File: src/rtl/dev_bus_bridge_pkg.sv
// ---------------------------------------------------------------------------
// bridge_pkg
//   Shared types and constants for the CPU-to-device bus bridge and for any
//   other initiator that reuses the window address decoder.
//   - state_t   : bridge FSM states
//   - dec_t     : address decode result
//   - IPEND_OFS : window offset of the interrupt-pending register
//   - DEV_STRIDE: bytes of address space per device (four 32-bit words)
//   - HWINT_W   : width of the CP0 hardware-interrupt vector
// ---------------------------------------------------------------------------
package bridge_pkg;

    typedef enum logic [1:0] {
        ST_IDLE   = 2'd0,
        ST_ACCESS = 2'd1,
        ST_RESP   = 2'd2
    } state_t;

    localparam logic [7:0] IPEND_OFS  = 8'hF0;
    localparam int         DEV_STRIDE = 16;
    localparam int         HWINT_W    = 6;

    typedef struct packed {
        logic       hit_dev;   // aligned access to an attached device
        logic [1:0] dev_idx;   // device number, valid with hit_dev
        logic       is_ipend;  // interrupt-pending register
        logic       err;       // neither of the above
        logic [1:0] offset;    // word offset inside the device
    } dec_t;

endpackage

File: src/rtl/dev_bus_bridge_if.sv
// ---------------------------------------------------------------------------
// dev_bus_bridge_if
//   Bundles the CPU request/response handshake, the shared device bus and
//   the interrupt lines of the bridge.
//   CPU side   : cpu_req, cpu_we, cpu_addr, cpu_wdata -> bridge
//                cpu_rdata, cpu_ready, cpu_err        <- bridge
//   Device side: dev_add, dev_wdata, dev_we           <- bridge
//                dev_rdata (32 bits per device), dev_irq -> bridge
//   CP0 side   : hw_int                               <- bridge
//   modport master : the bridge (initiator on the device bus)
//   modport slave  : the environment (CPU plus attached devices)
// ---------------------------------------------------------------------------
interface dev_bus_bridge_if #(
    parameter int NUM_DEV = 2
);
    import bridge_pkg::*;

    logic                     cpu_req;
    logic                     cpu_we;
    logic [31:0]              cpu_addr;
    logic [31:0]              cpu_wdata;
    logic [31:0]              cpu_rdata;
    logic                     cpu_ready;
    logic                     cpu_err;

    logic [1:0]               dev_add;
    logic [31:0]              dev_wdata;
    logic [NUM_DEV-1:0]       dev_we;
    logic [32*NUM_DEV-1:0]    dev_rdata;
    logic [NUM_DEV-1:0]       dev_irq;

    logic [HWINT_W-1:0]       hw_int;

    modport master (
        input  cpu_req, cpu_we, cpu_addr, cpu_wdata, dev_rdata, dev_irq,
        output cpu_rdata, cpu_ready, cpu_err, dev_add, dev_wdata, dev_we, hw_int
    );

    modport slave (
        output cpu_req, cpu_we, cpu_addr, cpu_wdata, dev_rdata, dev_irq,
        input  cpu_rdata, cpu_ready, cpu_err, dev_add, dev_wdata, dev_we, hw_int
    );

endinterface

File: src/rtl/dev_bus_bridge_addr_dec.sv
// ---------------------------------------------------------------------------
// bridge_addr_dec
//   Purely combinational decode of a CPU byte address against the device
//   window starting at BASE.
//   Ports:
//     addr : byte address to classify
//     dec  : {hit_dev, dev_idx, is_ipend, err, offset}
//   Device k owns BASE + k*DEV_STRIDE .. +DEV_STRIDE-1 (word aligned only);
//   BASE + IPEND_OFS is the pending register; every other address faults.
// ---------------------------------------------------------------------------
module bridge_addr_dec
    import bridge_pkg::*;
#(
    parameter logic [31:0] BASE    = 32'h0000_7F00,
    parameter int          NUM_DEV = 2
) (
    input  logic [31:0] addr,
    output dec_t        dec
);

    localparam int IDX_LSB = $clog2(DEV_STRIDE);

    logic        in_win;
    logic        aligned;
    logic [31:0] slot;

    always_comb begin
        in_win  = (addr[31:8] == BASE[31:8]);
        aligned = (addr[1:0] == 2'b00);
        slot    = 32'(addr[7:IDX_LSB]);

        dec.offset   = addr[3:2];
        dec.dev_idx  = addr[IDX_LSB+1:IDX_LSB];
        // IPEND sits in slot 15, which can never be a device (NUM_DEV <= 4),
        // so the two hits are mutually exclusive.
        dec.is_ipend = in_win && (addr[7:0] == IPEND_OFS);
        dec.hit_dev  = in_win && aligned && (slot < 32'(NUM_DEV));
        dec.err      = !(dec.hit_dev || dec.is_ipend);
    end

endmodule

File: src/rtl/dev_bus_bridge.sv
// ---------------------------------------------------------------------------
// dev_bus_bridge
//   CPU-side initiator for the timer-class peripheral bus. Accepts one
//   load/store at a time, runs it as IDLE -> ACCESS -> RESP (3 cycles), and
//   collects single-cycle device IRQ pulses into sticky CP0 HWInt lines.
//   Ports:
//     CLK_I : clock, rising edge
//     RST_I : synchronous active-low reset
//     bus   : dev_bus_bridge_if.master (CPU handshake, device bus, hw_int)
//   The request is latched in IDLE; later changes on cpu_* are ignored until
//   the bridge returns to IDLE. dev_add/dev_wdata come straight from the
//   latched request, so they are stable for the whole ACCESS cycle.
// ---------------------------------------------------------------------------
module dev_bus_bridge
    import bridge_pkg::*;
#(
    parameter logic [31:0] BASE    = 32'h0000_7F00,
    parameter int          NUM_DEV = 2
) (
    input  logic              CLK_I,
    input  logic              RST_I,
    dev_bus_bridge_if.master  bus
);

    state_t              state;
    state_t              state_nxt;

    dec_t                dec;
    dec_t                lat_dec;
    logic                lat_we;
    logic [31:0]         lat_wdata;

    logic [31:0]         rdata_q;
    logic [31:0]         rdata_sel;
    logic [HWINT_W-1:0]  pending;
    logic [HWINT_W-1:0]  irq_set;
    logic [HWINT_W-1:0]  ipend_clr;

    logic [NUM_DEV-1:0]  we_vec;
    logic                ready;
    logic                err;

    bridge_addr_dec #(
        .BASE    (BASE),
        .NUM_DEV (NUM_DEV)
    ) u_addr_dec (
        .addr (bus.cpu_addr),
        .dec  (dec)
    );

    // ---------------- FSM: state register ----------------
    always_ff @(posedge CLK_I) begin
        if (!RST_I) state <= ST_IDLE;
        else        state <= state_nxt;
    end

    // ---------------- FSM: next state ----------------
    always_comb begin
        state_nxt = state;
        case (state)
            ST_IDLE:   if (bus.cpu_req) state_nxt = ST_ACCESS;
            ST_ACCESS: state_nxt = ST_RESP;
            ST_RESP:   state_nxt = ST_IDLE;
            default:   state_nxt = ST_IDLE;
        endcase
    end

    // ---------------- FSM: outputs ----------------
    always_comb begin
        we_vec = '0;
        ready  = 1'b0;
        err    = 1'b0;
        case (state)
            ST_ACCESS: begin
                if (lat_we && lat_dec.hit_dev) begin
                    for (int k = 0; k < NUM_DEV; k++) begin
                        if (lat_dec.dev_idx == 2'(k)) we_vec[k] = 1'b1;
                    end
                end
            end
            ST_RESP: begin
                ready = 1'b1;
                err   = lat_dec.err;
            end
            default: ;
        endcase
    end

    // ---------------- read data / interrupt vectors ----------------
    always_comb begin
        rdata_sel = '0;
        if (lat_dec.hit_dev) begin
            for (int k = 0; k < NUM_DEV; k++) begin
                if (lat_dec.dev_idx == 2'(k)) rdata_sel = bus.dev_rdata[32*k +: 32];
            end
        end else if (lat_dec.is_ipend) begin
            rdata_sel = 32'(pending);
        end
    end

    // Only implemented bits can be set or cleared; the upper hw_int lines
    // therefore stay at zero.
    always_comb begin
        irq_set                = '0;
        irq_set[NUM_DEV-1:0]   = bus.dev_irq;
        ipend_clr              = '0;
        if (state == ST_ACCESS && lat_we && lat_dec.is_ipend)
            ipend_clr[NUM_DEV-1:0] = lat_wdata[NUM_DEV-1:0];
    end

    // ---------------- datapath registers ----------------
    always_ff @(posedge CLK_I) begin
        if (!RST_I) begin
            lat_we    <= 1'b0;
            lat_wdata <= '0;
            lat_dec   <= '0;
            rdata_q   <= '0;
            pending   <= '0;
        end else begin
            if (state == ST_IDLE && bus.cpu_req) begin
                lat_we    <= bus.cpu_we;
                lat_wdata <= bus.cpu_wdata;
                lat_dec   <= dec;
            end
            // Loads capture their data; a faulting access of either
            // direction returns zero (rdata_sel is zero on a fault).
            // Good stores leave the previous value in place.
            if (state == ST_ACCESS && (!lat_we || lat_dec.err))
                rdata_q <= rdata_sel;
            // Set has priority over a same-cycle write-1-to-clear.
            pending <= (pending & ~ipend_clr) | irq_set;
        end
    end

    assign bus.cpu_rdata = rdata_q;
    assign bus.cpu_ready = ready;
    assign bus.cpu_err   = err;
    assign bus.dev_add   = lat_dec.offset;
    assign bus.dev_wdata = lat_wdata;
    assign bus.dev_we    = we_vec;
    assign bus.hw_int    = pending;

endmodule
File: src/flat_wrapper.sv
// flat-port wrapper written by rule: the top's interface ports become plain ports
module dev_bus_bridge_flat import bridge_pkg::*;
#(
    parameter logic [31:0] BASE    = 32'h0000_7F00,
    parameter int          NUM_DEV = 2
)
  (CLK_I, RST_I, bus_cpu_req, bus_cpu_we, bus_cpu_addr, bus_cpu_wdata, bus_dev_rdata, bus_dev_irq, bus_cpu_rdata, bus_cpu_ready, bus_cpu_err, bus_dev_add, bus_dev_wdata, bus_dev_we, bus_hw_int);
  dev_bus_bridge_if #(.NUM_DEV(NUM_DEV)) bus_i ();
  input  logic CLK_I;
  input  logic RST_I;
  input wire logic [$bits(bus_i.cpu_req)-1:0] bus_cpu_req;
  input wire logic [$bits(bus_i.cpu_we)-1:0] bus_cpu_we;
  input wire logic [$bits(bus_i.cpu_addr)-1:0] bus_cpu_addr;
  input wire logic [$bits(bus_i.cpu_wdata)-1:0] bus_cpu_wdata;
  input wire logic [$bits(bus_i.dev_rdata)-1:0] bus_dev_rdata;
  input wire logic [$bits(bus_i.dev_irq)-1:0] bus_dev_irq;
  output wire logic [$bits(bus_i.cpu_rdata)-1:0] bus_cpu_rdata;
  output wire logic [$bits(bus_i.cpu_ready)-1:0] bus_cpu_ready;
  output wire logic [$bits(bus_i.cpu_err)-1:0] bus_cpu_err;
  output wire logic [$bits(bus_i.dev_add)-1:0] bus_dev_add;
  output wire logic [$bits(bus_i.dev_wdata)-1:0] bus_dev_wdata;
  output wire logic [$bits(bus_i.dev_we)-1:0] bus_dev_we;
  output wire logic [$bits(bus_i.hw_int)-1:0] bus_hw_int;
  assign bus_i.cpu_req = bus_cpu_req;
  assign bus_i.cpu_we = bus_cpu_we;
  assign bus_i.cpu_addr = bus_cpu_addr;
  assign bus_i.cpu_wdata = bus_cpu_wdata;
  assign bus_i.dev_rdata = bus_dev_rdata;
  assign bus_i.dev_irq = bus_dev_irq;
  assign bus_cpu_rdata = bus_i.cpu_rdata;
  assign bus_cpu_ready = bus_i.cpu_ready;
  assign bus_cpu_err = bus_i.cpu_err;
  assign bus_dev_add = bus_i.dev_add;
  assign bus_dev_wdata = bus_i.dev_wdata;
  assign bus_dev_we = bus_i.dev_we;
  assign bus_hw_int = bus_i.hw_int;
  dev_bus_bridge #(.BASE(BASE), .NUM_DEV(NUM_DEV)) u_core (.CLK_I(CLK_I), .RST_I(RST_I), .bus(bus_i));
endmodule
File: config.mk
export PLATFORM = sky130hd
export DESIGN_NAME = dev_bus_bridge_flat
export DESIGN_NICKNAME = d
export VERILOG_FILES = /design/src/rtl/dev_bus_bridge_pkg.sv /design/src/rtl/dev_bus_bridge_if.sv /design/src/rtl/dev_bus_bridge_addr_dec.sv /design/src/rtl/dev_bus_bridge.sv /design/src/flat_wrapper.sv
export SDC_FILE = /design/constraint.sdc
export NUM_CORES = 1
export LEC_CHECK = 0
export CORE_MARGIN = 3
export CORE_UTILIZATION = 33
export DETAILED_ROUTE_END_ITERATION = 6
export HOLD_SLACK_MARGIN = 0.1
export PLACE_DENSITY = 0.77
export SYNTH_ARGS = -nofsm -noshare
export SYNTH_HDL_FRONTEND = slang
export SYNTH_HIERARCHICAL = 1
export SYNTH_SLANG_ARGS = --single-unit
File: constraint.sdc
create_clock -name CLK_I -period 1.3 [get_ports CLK_I]
set_input_delay 0.195 -clock CLK_I [delete_from_list [all_inputs] [get_ports CLK_I]]
set_output_delay 0.195 -clock CLK_I [all_outputs]
set_load 0.02 [all_outputs]
Word level (Yosys, flattened, before mapping). Index checks and enable logic that the tools add are counted.

Output and inout bits: 76. Bits in registers: 80. Bits in read-only memories: 0. Latch bits: 0. Memory bits (writable): 0. Logic and storage cells: 48. Input port bits: 134. Memories: 0.

Muxes and demuxes: 13. $mul: 0. Shift operators: 0. Add/sub/neg operators: 0. Bitwise logic cells: 3. Order comparisons: 1. Divide/modulo/power cells: 0. Reductions and logical operators: 15. Equal/unequal tests: 6.

Operators by type and width (number): two-way mux 32 bit (3); == test 24 x 7 -> 1 bit (second input constant) (1); == test 8 bit (second input constant) (1); logical AND 1 bit (8); two-way mux 2 bit (4); AND 6 bit (1); logical NOT 2 bit (3); two-way mux 6 bit (1); inverter 2 -> 6 bit (1); OR 6 x 2 -> 6 bit (1); == test 2 x 1 -> 1 bit (second input constant) (2); less-than comparator 4 x 2 -> 1 bit (second input constant) (1); two-way mux 1 bit (4); case mux 2 bit (2 select lines) (1); == test 2 bit (second input constant) (1); logical NOT 1 bit (2); logical OR 1 bit (2); != test 2 bit (second input constant) (1).

Depth between registers and ports, before layout.
Word-level depth: 7. Depth in mapped cells: 5. Depth with buffers taken out: 5.

Hierarchy. The synthesis kept the hierarchy.

Modules (own cells, without submodules): dev_bus_bridge (cells each 354, times used 1, area each 3105.5 µm², sequential area each 1521.5 µm²); bridge_addr_dec (cells each 19, times used 1, area each 137.6 µm², sequential area each 0.0 µm²).

Worst setup path before layout. Ideal clock, no wire load.

Path type: register -> output. Start point: register u_core/lat_dec[4] in the netlist's numbering. End point: output bus_dev_we[1]. Arrival time: 1.058 ns. Path slack: 0.047 ns. Buffers on the path: 2. Stages on the path, launching flop included: 5. Data required time: 1.105 ns. Cell sequence: dfxtp_1 -> buf_2 -> buf_2 -> inv_1 -> nor2_1.

Word-level cells in the longest chain between the ends: 4.

Ends and longest elaborated chain: from (decl) (RTL line dev_bus_bridge.sv:29) `dec_t lat_dec;`; from (signal assigned) (RTL line dev_bus_bridge.sv:116) `lat_dec <= '0;`; from (signal assigned) (RTL line dev_bus_bridge.sv:123) `lat_dec <= dec;`; == test 2 x 1 -> 1 bit (RTL line dev_bus_bridge.sv:77) `if (lat_dec.dev_idx == 2'(k)) we_vec[k] = 1'b1;`; two-way mux 1 bit (RTL line dev_bus_bridge.sv:77); two-way mux 2 bit (RTL line dev_bus_bridge.sv:75) `if (lat_we && lat_dec.hit_dev) begin`; two-way mux 2 bit (RTL line dev_bus_bridge.sv:73) `case (state)`; to (decl) (RTL line flat_wrapper.sv:22) `output wire logic [$bits(bus_i.dev_we)-1:0] bus_dev_we;`.

Every way passes these cells.

Worst setup path after layout.
Start point: register u_core.state[0]. End point: register u_core.lat_wdata[9], in the netlist u_core/bus.dev_wdata[9].

Word-level cells in the longest chain between the ends: 2.

Ends and longest elaborated chain: from (decl) (RTL line dev_bus_bridge.sv:25) `state_t state;`; from (signal assigned) (RTL line dev_bus_bridge.sv:54) `else state <= state_nxt;`; logical NOT 2 bit (RTL line dev_bus_bridge.sv:120) `if (state == ST_IDLE && bus.cpu_req) begin`; logical AND 1 bit (RTL line dev_bus_bridge.sv:120); to (signal assigned) (RTL line dev_bus_bridge.sv:122) `lat_wdata <= bus.cpu_wdata;`; to (decl) (RTL line dev_bus_bridge.sv:31) `logic [31:0] lat_wdata;`.

Every way passes these cells. A chain may end at the register's enable or synchronous reset.

==> metrics.sh <==
WORST_EP_ARRIVAL_TIME_NS=1.75
NUMPORTBUFFERS=205
IOPINCOUNT=210
FIN_CRIT_NS=1.52
MAX_CAP_VIOLATIONS=0
FLOORPLAN.DIE.HEIGHT_UM=105
ANTENNA_CELLS=0
RUN_STATUS='finished, violations left'
SETUP_WS_NS=-0.223
STATIC-LEAKAGE-POWER_uW=0.00261
FIRST_GLOBAL_VIAS=3490
SETUP_CRIT_END_KIND='register'
ANT_NETS=0
CP_DATA_REQUIRED_TIME_NS=1.52
HOLD_START='bus_cpu_wdata[28]'
SYNTH_ENABLE_FLOP_CELLS=0
FLOW.AREA_GROWTH_FROM_SYNTHESIS_PCT=93.6
POST_SYNTH_INST_COUNT=373
POSTSYNTH.TOPFLOPCELL='sky130_fd_sc_hd__dfxtp_1'
WORST-PATH-MAX-FANOUT=6
SYNTH.AVG_CELL_AREA_UM2=8.69
POST_SYNTH_NUM_CELL_TYPES=40
MOSTFREQUENTLAYOUTCELL='sky130_fd_sc_hd__clkdlybuf4s50_1'
VIASPERCELL=4.77
WL_PER_CELL_UM=16.3
GRT_FIRST_PASS_WIRELENGTH_UM=17900
TOTALNEGATIVESETUPSLACK_NS=-6.84
INITIAL_CORE_UTIL=0.344
DIE_AREA_UM2=11100
TIMING_WORST_SETUP_PATH_TYPE='reg2reg'
VIAS=3479
FIN_WORST_SKEW_NS=0.0109
WORSTSETUPSTARTPOINTTYPE='register'
WORSTHOLDPATHTYPE='in2reg'
SLOWEST_DELAY_NS=0.42
RRSETUPSLACK_NS=-0.22
POWER_DENSITY_nW_PER_UM2=936
YS.WARNINGS.COUNT=6
COMMONEST_CELLS_AFTER_ROUTING_FILL_AND_TAPS_ASIDE='sky130_fd_sc_hd__clkdlybuf4s50_1, sky130_fd_sc_hd__nand2_1, sky130_fd_sc_hd__dfxtp_1, sky130_fd_sc_hd__dlygate4sd2_1, sky130_fd_sc_hd__mux2i_1'
DR.FIRST_ITER.DRC_COUNT=102
CTS_HOLD_BUF=0
POST_DETAILED_ROUTE_DRC_MARKER_COUNT=0
CRITPATHLAUNCH='u_core/state[0]$_SDFFE_PN0P_'
WORSTPATHCELLLIST='buf_6 > buf_6 > or3b_4 > buf_12 > clkbuf_16 > nand2_2 > a21oi_2'
RR_STARTPOINT='u_core/state[0]$_SDFFE_PN0P_'
FIN_NETS=731
FAILING_CHECKS='negative setup slack'
PLACED_CELLS_INCL_TAPS=699
CRITPATHMOSTFREQUENTCELL='sky130_fd_sc_hd__buf_6'
TIMING_HOLD_VIOLATIONS_FINAL=0
WORST_PATH_MAX_DELAY_CELL='sky130_fd_sc_hd__or3b_4'
YOSYS_REGISTER_BITS=76
MIN_PERIOD_OVER_PERIOD=1.17
CTS-ROOT-BUF='sky130_fd_sc_hd__clkbuf_8'
YOSYSSEQAREASHARE=0.469
FLOORPLAN.ROWS=35
CLOCK_TREE_FROM_TRITONCTS='built'
SYNTH-ASYNC-RESET-RATIO=0
RSZ0062_AT_GRT='true'
MAXIMUM_NUMBER_OF_PINS_ON_ONE_NET_BEFORE_GLOBAL_ROUTE_REPAIR=42
REPORT.FINAL.SETUP_VIOL=45
PEAKVDDDROP_mV=0.574
ROUTED_WIRELENGTH_UM=11900
CTS.HTREE.LEVELS=3
CTS.PATH.MAX_BUFFERS=2
TIMING.FMAX_GHz=0.657
FINISH.CELL_COUNT_WITHOUT_FILLERS=730
DRIVE_ABOVE_1_SHARE=0.261
CTS_SINKS=76
SYN_AREA_UM2=3240
CLK_PIN_SLEW_WORST_PATHS_NS=0.08
CTS_MADE_BUFFERS=9
TIMING_MAX_TRANSITION_VIOLATIONS_FINAL=0
GLOBALROUTETOTALUTIL=0.200
INITIAL_ANTENNA_VIOLATION_COUNT=0
DP_HPWL_UM=8330
ROUTABILITYCONGESTION=0.722
DIE_W_UM=105
DRT_PRE_ANTENNA_ITERS=4
HOLD-WORST-SLACK_NS=0.397
CLK-INSERTION-DELAY-LATE_NS=0.34
UTILIZATION=0.667
GRT-OVFL-TOTAL=0
FILLCELLCOUNT=762
CORE_UM2=9420
## cells by family after synthesis
logic type	count (synthesis)	share of synthesized area
simple gates	140	0.190
flops	76	0.469
buf+inv	43	0.0752
compound gates	80	0.161
other cells	1	0.00116
mux	33	0.103
## routing by layer
layer,GRT usage,share of wire,wire length [um],vias up
li1,-,-,-,1713
met1,0.221,0.38,4570,1638
met2,0.366,0.54,6430,126
met3,0.0710,0.074,882,2
met4,0.0450,0.0027,32,0
met5,0,0,0,-
## Yosys cell counts (2+ instances only)
cell type                  instances  area [um2]
sky130_fd_sc_hd__buf_6             3        33.8
sky130_fd_sc_hd__or3_1             2        12.5
sky130_fd_sc_hd__nand4_1           2        12.5
sky130_fd_sc_hd__a31oi_1           2        12.5
sky130_fd_sc_hd__buf_2            15        75.1
sky130_fd_sc_hd__nor4_1            2        12.5
sky130_fd_sc_hd__clkbuf_1          9        33.8
sky130_fd_sc_hd__buf_4            11        82.6
sky130_fd_sc_hd__inv_1             4        15.0
sky130_fd_sc_hd__a32oi_1           2        17.5
sky130_fd_sc_hd__nor3_1            2        10.0
sky130_fd_sc_hd__and2_1            3        18.8
sky130_fd_sc_hd__mux2_2            2        22.5
sky130_fd_sc_hd__mux2i_1          30         300
sky130_fd_sc_hd__o21ai_0           2        10.0
sky130_fd_sc_hd__nand2_1         110         413
sky130_fd_sc_hd__a21oi_1          42         210
sky130_fd_sc_hd__o22ai_2          10         125
sky130_fd_sc_hd__nand3_1           3        15.0
sky130_fd_sc_hd__nor2_1            4        15.0
sky130_fd_sc_hd__dfxtp_1          76        1520
sky130_fd_sc_hd__o22ai_1          19         119
## timing repair
action                     in CTS  in global routing
setup endpoints to repair     115                 85
gates cloned                    7                  2
gates resized for setup       143                106
setup buffers                   4                  4
pin swaps                      12                 35
## report_power, final
part	switching (uW)	leakage [uW]	internal, uW
combinational	581	0.00188	775
clock	861	0.000111	1170
sequential	72.7	0.000621	2410
## critical path: cells and delay by family, from the launching register on
kind            cells  cell delay [ns]
compound gates      1             0.05
buf+inv             4             0.54
flops               1             0.33
simple gates        2             0.49
## metrics by stage
stage	total power, uW	setup slack, ns	instance area [um2]
after floorplan	2970	0.0469	3250
after global placement	3610	-0.278	5490
after detailed placement	3640	-0.318	5490
after CTS	5770	-0.191	5950
after global routing	6120	-0.253	6280
final	5880	-0.223	6280
## path summary, 6_finish.rpt
check                                          end  depth (start not counted)
min          u_core/bus.dev_wdata[28]$_SDFFE_PN0P_                          3
max reg2reg   u_core/bus.dev_wdata[9]$_SDFFE_PN0P_                          7
min reg2reg         u_core/lat_dec[5]$_SDFFE_PN0P_                          2
max           u_core/bus.dev_wdata[9]$_SDFFE_PN0P_                          7
## state kept, by name (all words and copies together), names as in the netlist
signal                cells
u_core/bus.cpu_rdata     32
u_core/bus.dev_wdata     32
u_core/lat_dec            5
u_core/bus.dev_add        2
u_core/bus.hw_int         2
u_core/state              2
u_core/lat_we             1
## layout make-up
class | count | area (um2) | area share
clock buffer | 11 | 151 | 0.0241
clock inverter | 4 | 72.6 | 0.0116
inverter | 5 | 18.8 | 0.00299
multi-input combinational | 257 | 1850 | 0.294
sequential | 76 | 1530 | 0.244
tap | 129 | 161 | 0.0257
timing repair buffer | 248 | 2500 | 0.398
No activity file was read; power rests on OpenSTA's default activity.
